$ cat src/rtl/tube_scheduler.sv
// Tube scheduler: game FSM (IDLE/RUN/PAUSE/OVER), per-tube gap code selection
// from a free-running 16-bit LFSR, and a saturating score counter.
// Ports:
//   clk_100hz          sole clock, rising edge
//   rst                asynchronous active-low reset
//   start              pulse: IDLE->RUN, OVER->IDLE
//   pause              pulse: toggle RUN/PAUSE
//   collide            level: bird hit a tube (RUN->OVER)
//   tube_wrap[3:0]     bit k pulses when tube k wraps left->right
//   tube_state_0..3    gap code per tube, 0..NUM_STATES-1
//   run_en             high only in RUN
//   game_over          high only in OVER
//   score[9:0]         tubes passed, saturating at SCORE_MAX
//   fsm_state[1:0]     IDLE=0 RUN=1 PAUSE=2 OVER=3
module tube_scheduler #(
  parameter logic [15:0] LFSR_SEED  = 16'hACE1,
  parameter int unsigned NUM_STATES = 5,
  parameter int unsigned SCORE_MAX  = 999
) (
  input  logic       clk_100hz,
  input  logic       rst,
  input  logic       start,
  input  logic       pause,
  input  logic       collide,
  input  logic [3:0] tube_wrap,
  output logic [2:0] tube_state_0,
  output logic [2:0] tube_state_1,
  output logic [2:0] tube_state_2,
  output logic [2:0] tube_state_3,
  output logic       run_en,
  output logic       game_over,
  output logic [9:0] score,
  output logic [1:0] fsm_state
);

  localparam int unsigned NUM_TUBES = 4;
  localparam int unsigned CODE_W    = 3;
  localparam int unsigned SCORE_W   = 10;
  // An all-zero seed would lock the LFSR, so it is bumped to 1.
  localparam logic [15:0]        SEED_EFF  = (LFSR_SEED == 16'h0000) ? 16'h0001 : LFSR_SEED;
  localparam logic [CODE_W:0]    NS_W      = (CODE_W+1)'(NUM_STATES);
  localparam logic [SCORE_W:0]   SMAX_W    = (SCORE_W+1)'(SCORE_MAX);

  typedef enum logic [1:0] {
    S_IDLE  = 2'd0,
    S_RUN   = 2'd1,
    S_PAUSE = 2'd2,
    S_OVER  = 2'd3
  } state_e;

  state_e                             state_q, state_d;
  logic [SCORE_W-1:0]                 score_q, score_d;
  logic [NUM_TUBES-1:0][CODE_W-1:0]   tube_q, tube_d;
  logic [15:0]                        lfsr_q, lfsr_d;
  logic                               run_en_q, run_en_d;
  logic                               game_over_q, game_over_d;
  logic [2:0]                         wrap_cnt;
  logic [SCORE_W:0]                   score_sum;

  // Fold a raw 3-bit slice into the legal code range.
  function automatic logic [CODE_W-1:0] remap(input logic [CODE_W-1:0] x);
    if ({1'b0, x} < NS_W) remap = x;
    else                  remap = CODE_W'({1'b0, x} - NS_W);
  endfunction

  // Fibonacci LFSR, taps 16,14,13,11; runs in every state.
  always_comb begin
    lfsr_d = {lfsr_q[14:0], lfsr_q[15] ^ lfsr_q[13] ^ lfsr_q[12] ^ lfsr_q[10]};
  end

  // Number of tubes passed this cycle and the saturated running total.
  always_comb begin
    wrap_cnt = '0;
    for (int k = 0; k < NUM_TUBES; k++) wrap_cnt = wrap_cnt + 3'(tube_wrap[k]);
    score_sum = (SCORE_W+1)'(score_q) + (SCORE_W+1)'(wrap_cnt);
  end

  // Next-state, score and tube-code logic.
  always_comb begin
    state_d = state_q;
    score_d = score_q;
    tube_d  = tube_q;
    unique case (state_q)
      S_IDLE: begin
        if (start) begin
          state_d = S_RUN;
          score_d = '0;
          for (int k = 0; k < NUM_TUBES; k++) tube_d[k] = remap(lfsr_q[3*k +: 3]);
        end
      end
      S_RUN: begin
        // collide beats pause beats tube_wrap; wraps are dropped on exit cycles.
        if (collide) begin
          state_d = S_OVER;
        end else if (pause) begin
          state_d = S_PAUSE;
        end else begin
          for (int k = 0; k < NUM_TUBES; k++) begin
            if (tube_wrap[k]) tube_d[k] = remap(lfsr_q[3*k +: 3]);
          end
          score_d = (score_sum > SMAX_W) ? SCORE_W'(SMAX_W) : score_sum[SCORE_W-1:0];
        end
      end
      S_PAUSE: begin
        if (pause) state_d = S_RUN;
      end
      S_OVER: begin
        if (start) state_d = S_IDLE;
      end
      default: state_d = S_IDLE;
    endcase
    run_en_d    = (state_d == S_RUN);
    game_over_d = (state_d == S_OVER);
  end

  // State and output registers.
  always_ff @(posedge clk_100hz or negedge rst) begin
    if (!rst) begin
      state_q     <= S_IDLE;
      score_q     <= '0;
      tube_q      <= '0;
      lfsr_q      <= SEED_EFF;
      run_en_q    <= 1'b0;
      game_over_q <= 1'b0;
    end else begin
      state_q     <= state_d;
      score_q     <= score_d;
      tube_q      <= tube_d;
      lfsr_q      <= lfsr_d;
      run_en_q    <= run_en_d;
      game_over_q <= game_over_d;
    end
  end

  assign tube_state_0 = tube_q[0];
  assign tube_state_1 = tube_q[1];
  assign tube_state_2 = tube_q[2];
  assign tube_state_3 = tube_q[3];
  assign run_en       = run_en_q;
  assign game_over    = game_over_q;
  assign score        = score_q;
  assign fsm_state    = 2'(state_q);

endmodule
$ cat config.mk
export PLATFORM = sky130hd
export DESIGN_NAME = tube_scheduler
export DESIGN_NICKNAME = d
export VERILOG_FILES = /design/src/rtl/tube_scheduler.sv
export SDC_FILE = /design/constraint.sdc
export NUM_CORES = 1
export LEC_CHECK = 0
export ABC_AREA = 1
export BUFFER_PORTS_ARGS = -buffer_cell sky130_fd_sc_hd__buf_2
export CELL_PAD_IN_SITES_DETAIL_PLACEMENT = 0
export CELL_PAD_IN_SITES_GLOBAL_PLACEMENT = 1
export CORE_AREA = 2 2 73 75
export CTS_CLUSTER_SIZE = 10
export DETAILED_ROUTE_END_ITERATION = 12
export DIE_AREA = 0 0 75 77
export HOLD_SLACK_MARGIN = 0.05
export PLACE_DENSITY = 0.85
export SLEW_MARGIN = 40
export SYNTH_ARGS = -nofsm -noshare
export SYNTH_HDL_FRONTEND = slang
export SYNTH_SLANG_ARGS = --single-unit
$ cat constraint.sdc
create_clock -name clk_100hz -period 4.3 [get_ports clk_100hz]
set_input_delay 0.43 -clock clk_100hz [delete_from_list [all_inputs] [get_ports clk_100hz]]
set_output_delay 0.43 -clock clk_100hz [all_outputs]
set_load 0.01 [all_outputs]
# [Yosys cells after proc, flatten, opt, wreduce, memory -nomap -nowiden]
# Index checks and enable logic that the tools add are counted.
[word_totals] regBits=42 output_inout_bits=26 wordCells=67
[op_classes] mux=23 n_addsub=8 reduce_logical=7 order_cmp=5 n_eq_ne=12 bitwise_logic=3
[ops] op="$mux W10" n=4
[ops] op="$mux W12" n=3
[ops] op="$mux W3" n=8
[ops] op="$pmux W12 S2" n=1
[ops] op="$pmux W10 S2" n=1
[ops] op="$reduce_and A5 Y1" n=4
[ops] op="$ne A2 B2 Y1 const B" n=7
[ops] op="$lt A3 B3 Y1 const B" n=4
[ops] op="$sub A3 B3 Y3 const B" n=4
[ops] op="$add A10 B3 Y11" n=1
[ops] op="$gt A11 B10 Y1 const B" n=1
[ops] op="$mux W2" n=5
[ops] op="$pmux W2 S4" n=1
[ops] op="$eq A2 B2 Y1 const B" n=3
[ops] op="$eq A2 B1 Y1 const B" n=2
[ops] op="$reduce_and A4 Y1" n=1
[ops] op="$add A2 B1 Y3" n=1
[ops] op="$add A3 B1 Y3" n=1
[ops] op="$xor A1 B1 Y1" n=3
[ops] op="$add A1 B1 Y2" n=1
[ops] op="$logic_not A2 Y1" n=1
[ops] op="$reduce_bool A2 Y1" n=1

# [Logic depth before layout (Yosys ltp)]
[logic_depth] depth_word=9 mapped_depth=17 ltp_nobuf=17

# [Worst setup path before layout]
# No wires, ideal clock.
[synth_path] path_kind="input -> register" start="in tube_wrap[0]" end="reg score_q[3] (netlist: score[3])" stages=15 setup_ps=121 n_path_buf=0 slack_ps=1699 arrival_ps=2480 cell_sequence="fa_1 inv_1 fa_1 inv_1 fa_1 nand2_2 nor2_4 nand2_1 nand2_1 and2_4 nand2_2 nor2_2 nand2_2 nand2_1 o21ai_1"
[synth_via] elab_chain_len=9
[synth_rtl] element="start, declared" line="25" text="input logic [3:0] tube_wrap,"
[synth_rtl] element="$add A1 B1 Y2 (*)" line="74" text="for (int k = 0; k < NUM_TUBES; k++) wrap_cnt = wrap_cnt + 3'(tube_wrap[k]);"
[synth_rtl] element="$add A2 B1 Y3 (*)" line="74"
[synth_rtl] element="$add A3 B1 Y3 (*)" line="74"
[synth_rtl] element="$add A10 B3 Y11 (*)" line="75" text="score_sum = (SCORE_W+1)'(score_q) + (SCORE_W+1)'(wrap_cnt);"
[synth_rtl] element="$gt A11 B10 Y1" line="101" text="score_d = (score_sum > SMAX_W) ? SCORE_W'(SMAX_W) : score_sum[SCORE_W-1:0];"
[synth_rtl] element="$mux W10 (*)" line="101"
[synth_rtl] element="$mux W10 (*)" line="95" text="end else if (pause) begin"
[synth_rtl] element="$mux W10 (*)" line="93" text="if (collide) begin"
[synth_rtl] element="$pmux W10 S2 (*)" line="83" text="unique case (state_q)"
[synth_rtl] element="end signal, assigned" line="127" text="score_q <= score_d;"
[synth_rtl] element="end, declared" line="52" text="logic [SCORE_W-1:0] score_q, score_d;"
# Every way passes the cells marked *; elsewhere a longest branch is shown, timed or not. The select of a mux whose other input is x is not followed.
# A chain may end at the register's enable or synchronous reset.

# [Worst setup path after layout]
[layout_path] start="in tube_wrap[0]" end="reg score_q[0] (netlist: score[0])"
# Same word-level chain as after synthesis.

==> metrics.cfg <==
[status]
outcome=complete, no violations

[synthesis]
netlist_area_um2=2100
synth-seq-area-share_pct=50.6
avgSynthCellArea_um2=8.32
synth_cells=252
synth_top_area_cell=dfrtp_1
ys_top_cells_by_area=dfrtp_1 (41%), nand2_1 (12%), dfstp_2 (10%)
synth_seq_cells=42
ys_warn_count=0
syn_nets=269
netlist.area_leader.share_pct=40.6
synthDistinctLibCells=23

[power]
intPower_uw=638
netSwitchingFraction_pct=35.6
comb_power_share_pct=28.0
pwr-share-seq_pct=45.6
irDropWorstVdd_mv=0.256
powerDensity_nw_per_um2=404
power_uw=990
p_leak_uw=0.00126
p_sw_uw=352
p_clk_share_pct=26.4

[global_routing]
grt-ovfl-total=0
grtUsageMet3_pct=3.94
grt_pass1_vias=1611
grtUsageTotal_pct=15.8
grtUsageMet1_pct=22.3
grt_max_degree=43
grt_pass1_wl_mm=7.09
globalRoute.busiestLayer=met2
antenna_found_initial=0
globalRouteMet2Util_pct=24.1

[routing]
vias=1686
drtIter0Drc=79
drtAntennaViolNets=0
firstDrtPassIters=4
drt-total-wl_mm=4.05
vias_per_cell=4.64
drc=0
detail_route.wl_per_cell_um=11.2

[place]
placed_cells=355
hpwl_mm=3.00
gp_congestion=0.782
placement.io_buffers=34

[critical_path]
required_ns=4.52
cpLargestDelayFamily=adder cells
crit_buf_inv=4
cp_slowest_cell=fa_1
slowest_delay_ns=0.52
crit_path_end_kind=flop
cp-start-kind=input port
cp_common_cell=nand2_1
crit_path_max_fanout=9
worstSetupPathType=in2reg
path_cells=buf_2, fa_1, inv_1, fa_1, inv_1, fa_1, nand2_2, nor2_4, nand2_1, nand2_1, nand2_1, inv_1, nand2_1, nor2_2, nand2_2, nand3_1, nand2_1, nand2_1
crit_arrival_ns=2.86

[sta]
layout_worst_path_cycle_share_pct=61.4
min_period_ns=2.64
rsz0062_at_grt=no
fin_skew_ns=0.00319
tightest_slew_ns=0.612
finalHoldViolCount=0
finalMaxSlewViolations=0
relSlewSlack_pct=59.0
max_freq_ghz=0.379
tns_ns=0
hold_ws_ns=0.112
setup_viol=0

[clock_tree]
cts_resized=0
cts_max_level=2
numClockSinks=42
cts_inserted_buffers=5
cts_hold_buffers=0
tritoncts=yes
cts_setup_buffers=0
clk_latency_ns=0.28
cts_root_buf=clkbuf_8
cts.clk_slew.worst_paths_ns=0.08
clockBufferDepth=2

[floorplanning]
io_pins=35
rows=26
dieArea_um2=5780
die_height_um=77
die_w_um=75
start_util_pct=42.1
core_area_um2=4980

[layout]
finalNetCount=309
register_area_um2=1060
fillers=498
stdcell_count=363
final_layout_size_suffix_gt1_share_pct=20.8
multi_input_area_um2=888
diodes=0
syn2layout_area_growth_pct=16.8
fin_util_pct=49.2

[min_path]
min_path_type=in2async

[run]
maxCapViolCount=0

cell usage in the layout, fill, tap and decap left out, drive strengths merged, types with 5 or more instances in the layout:
cell / Yosys / routed
a21oi: 7 / 7
dfstp: 8 / 8
ha: 5 / 5
o21ai: 25 / 25
inv: 38 / 38
xor2: 5 / 5
nand3: 17 / 17
nor2: 28 / 28
buf: 0 / 34
clkbuf: 1 / 6
nand2: 72 / 72
dfrtp: 34 / 34
registers in the layout, indices dropped and copies added (netlist names):
register	count
game_over	1
score	10
tube_state_2	3
lfsr_q	16
fsm_state	2
tube_state_1	3
tube_state_0	3
run_en	1
tube_state_3	3
power groups by stage:
| stage | Sequential [uW] | Clock, uW | Combinational (uW) |
|---|---|---|---|
| floorplan | 467 | 0 | 181 |
| global placement | 459 | 0 | 280 |
| detailed placement | 460 | 0 | 282 |
| CTS | 452 | 270 | 283 |
| global route | 456 | 285 | 323 |
| finish | 452 | 261 | 277 |
layout make-up:
type / instances / area share [%]
Sequential cell: 42 / 43.4
Inverter: 38 / 5.83
Multi-Input combinational cell: 171 / 36.3
Timing Repair Buffer: 34 / 7.06
Clock inverter: 2 / 0.511
Tap cell: 70 / 3.58
Clock buffer: 6 / 3.37
cell usage after synthesis:
master    instances
fa_1              3
dfstp_2           8
nor3_1            1
dfrtp_1          34
o21ai_0          23
nand4_1           1
ha_1              5
o21ai_1           2
xnor2_1           3
inv_1            38
nor3_2            2
nand3_2           1
nor2_2            2
and2_4            1
o31ai_1           1
nor2_1           25
nand2_2           4
nand3_1          16
nand2_1          68
clkbuf_1          1
nor2_4            1
xor2_1            5
a21oi_1           7
worst paths after layout:
kind	startpoint	to	slack, ns	depth (start not counted)
worst min register to register	lfsr_q[14]	lfsr_q[15]	0.37	0
min in group clk_100hz	lfsr_q[14]	lfsr_q[15]	0.37	0
max in group asynchronous	rst	lfsr_q[10]	3.81	1
worst min-delay path	rst	tube_state_2[0]	0.11	1
worst max register to register	score[0]	score[0]	1.98	16
worst max-delay path	tube_wrap[0]	score[0]	1.66	18
cell families (layout without fill, tap and decap cells):
| group | count (synthesis) | count (layout) | synth area share (%) |
|---|---|---|---|
| simple gates | 122 | 122 | 25.2 |
| compound gates | 33 | 33 | 8.00 |
| buf+inv | 39 | 80 | 6.99 |
| flops | 42 | 42 | 50.6 |
| fa+ha+maj | 8 | 8 | 5.85 |
| xor+xnor | 8 | 8 | 3.34 |
metal layers:
metal  part of all wire (%)  vias to the layer above
met2                     48                       26
met1                     48                      797
met4                   0.57                        0
met3                    3.4                        2
met5                      0                        -
li1                       -                      861
metrics by stage:
stage | instance area, um^2 | setup slack (ns)
after global routing | 2450 | 1.45
final | 2450 | 1.66
after CTS | 2450 | 1.69
after global placement | 2350 | 1.40
after detailed placement | 2350 | 1.39
after floorplan | 2100 | 1.70
(Power assumes the default switching activity.)
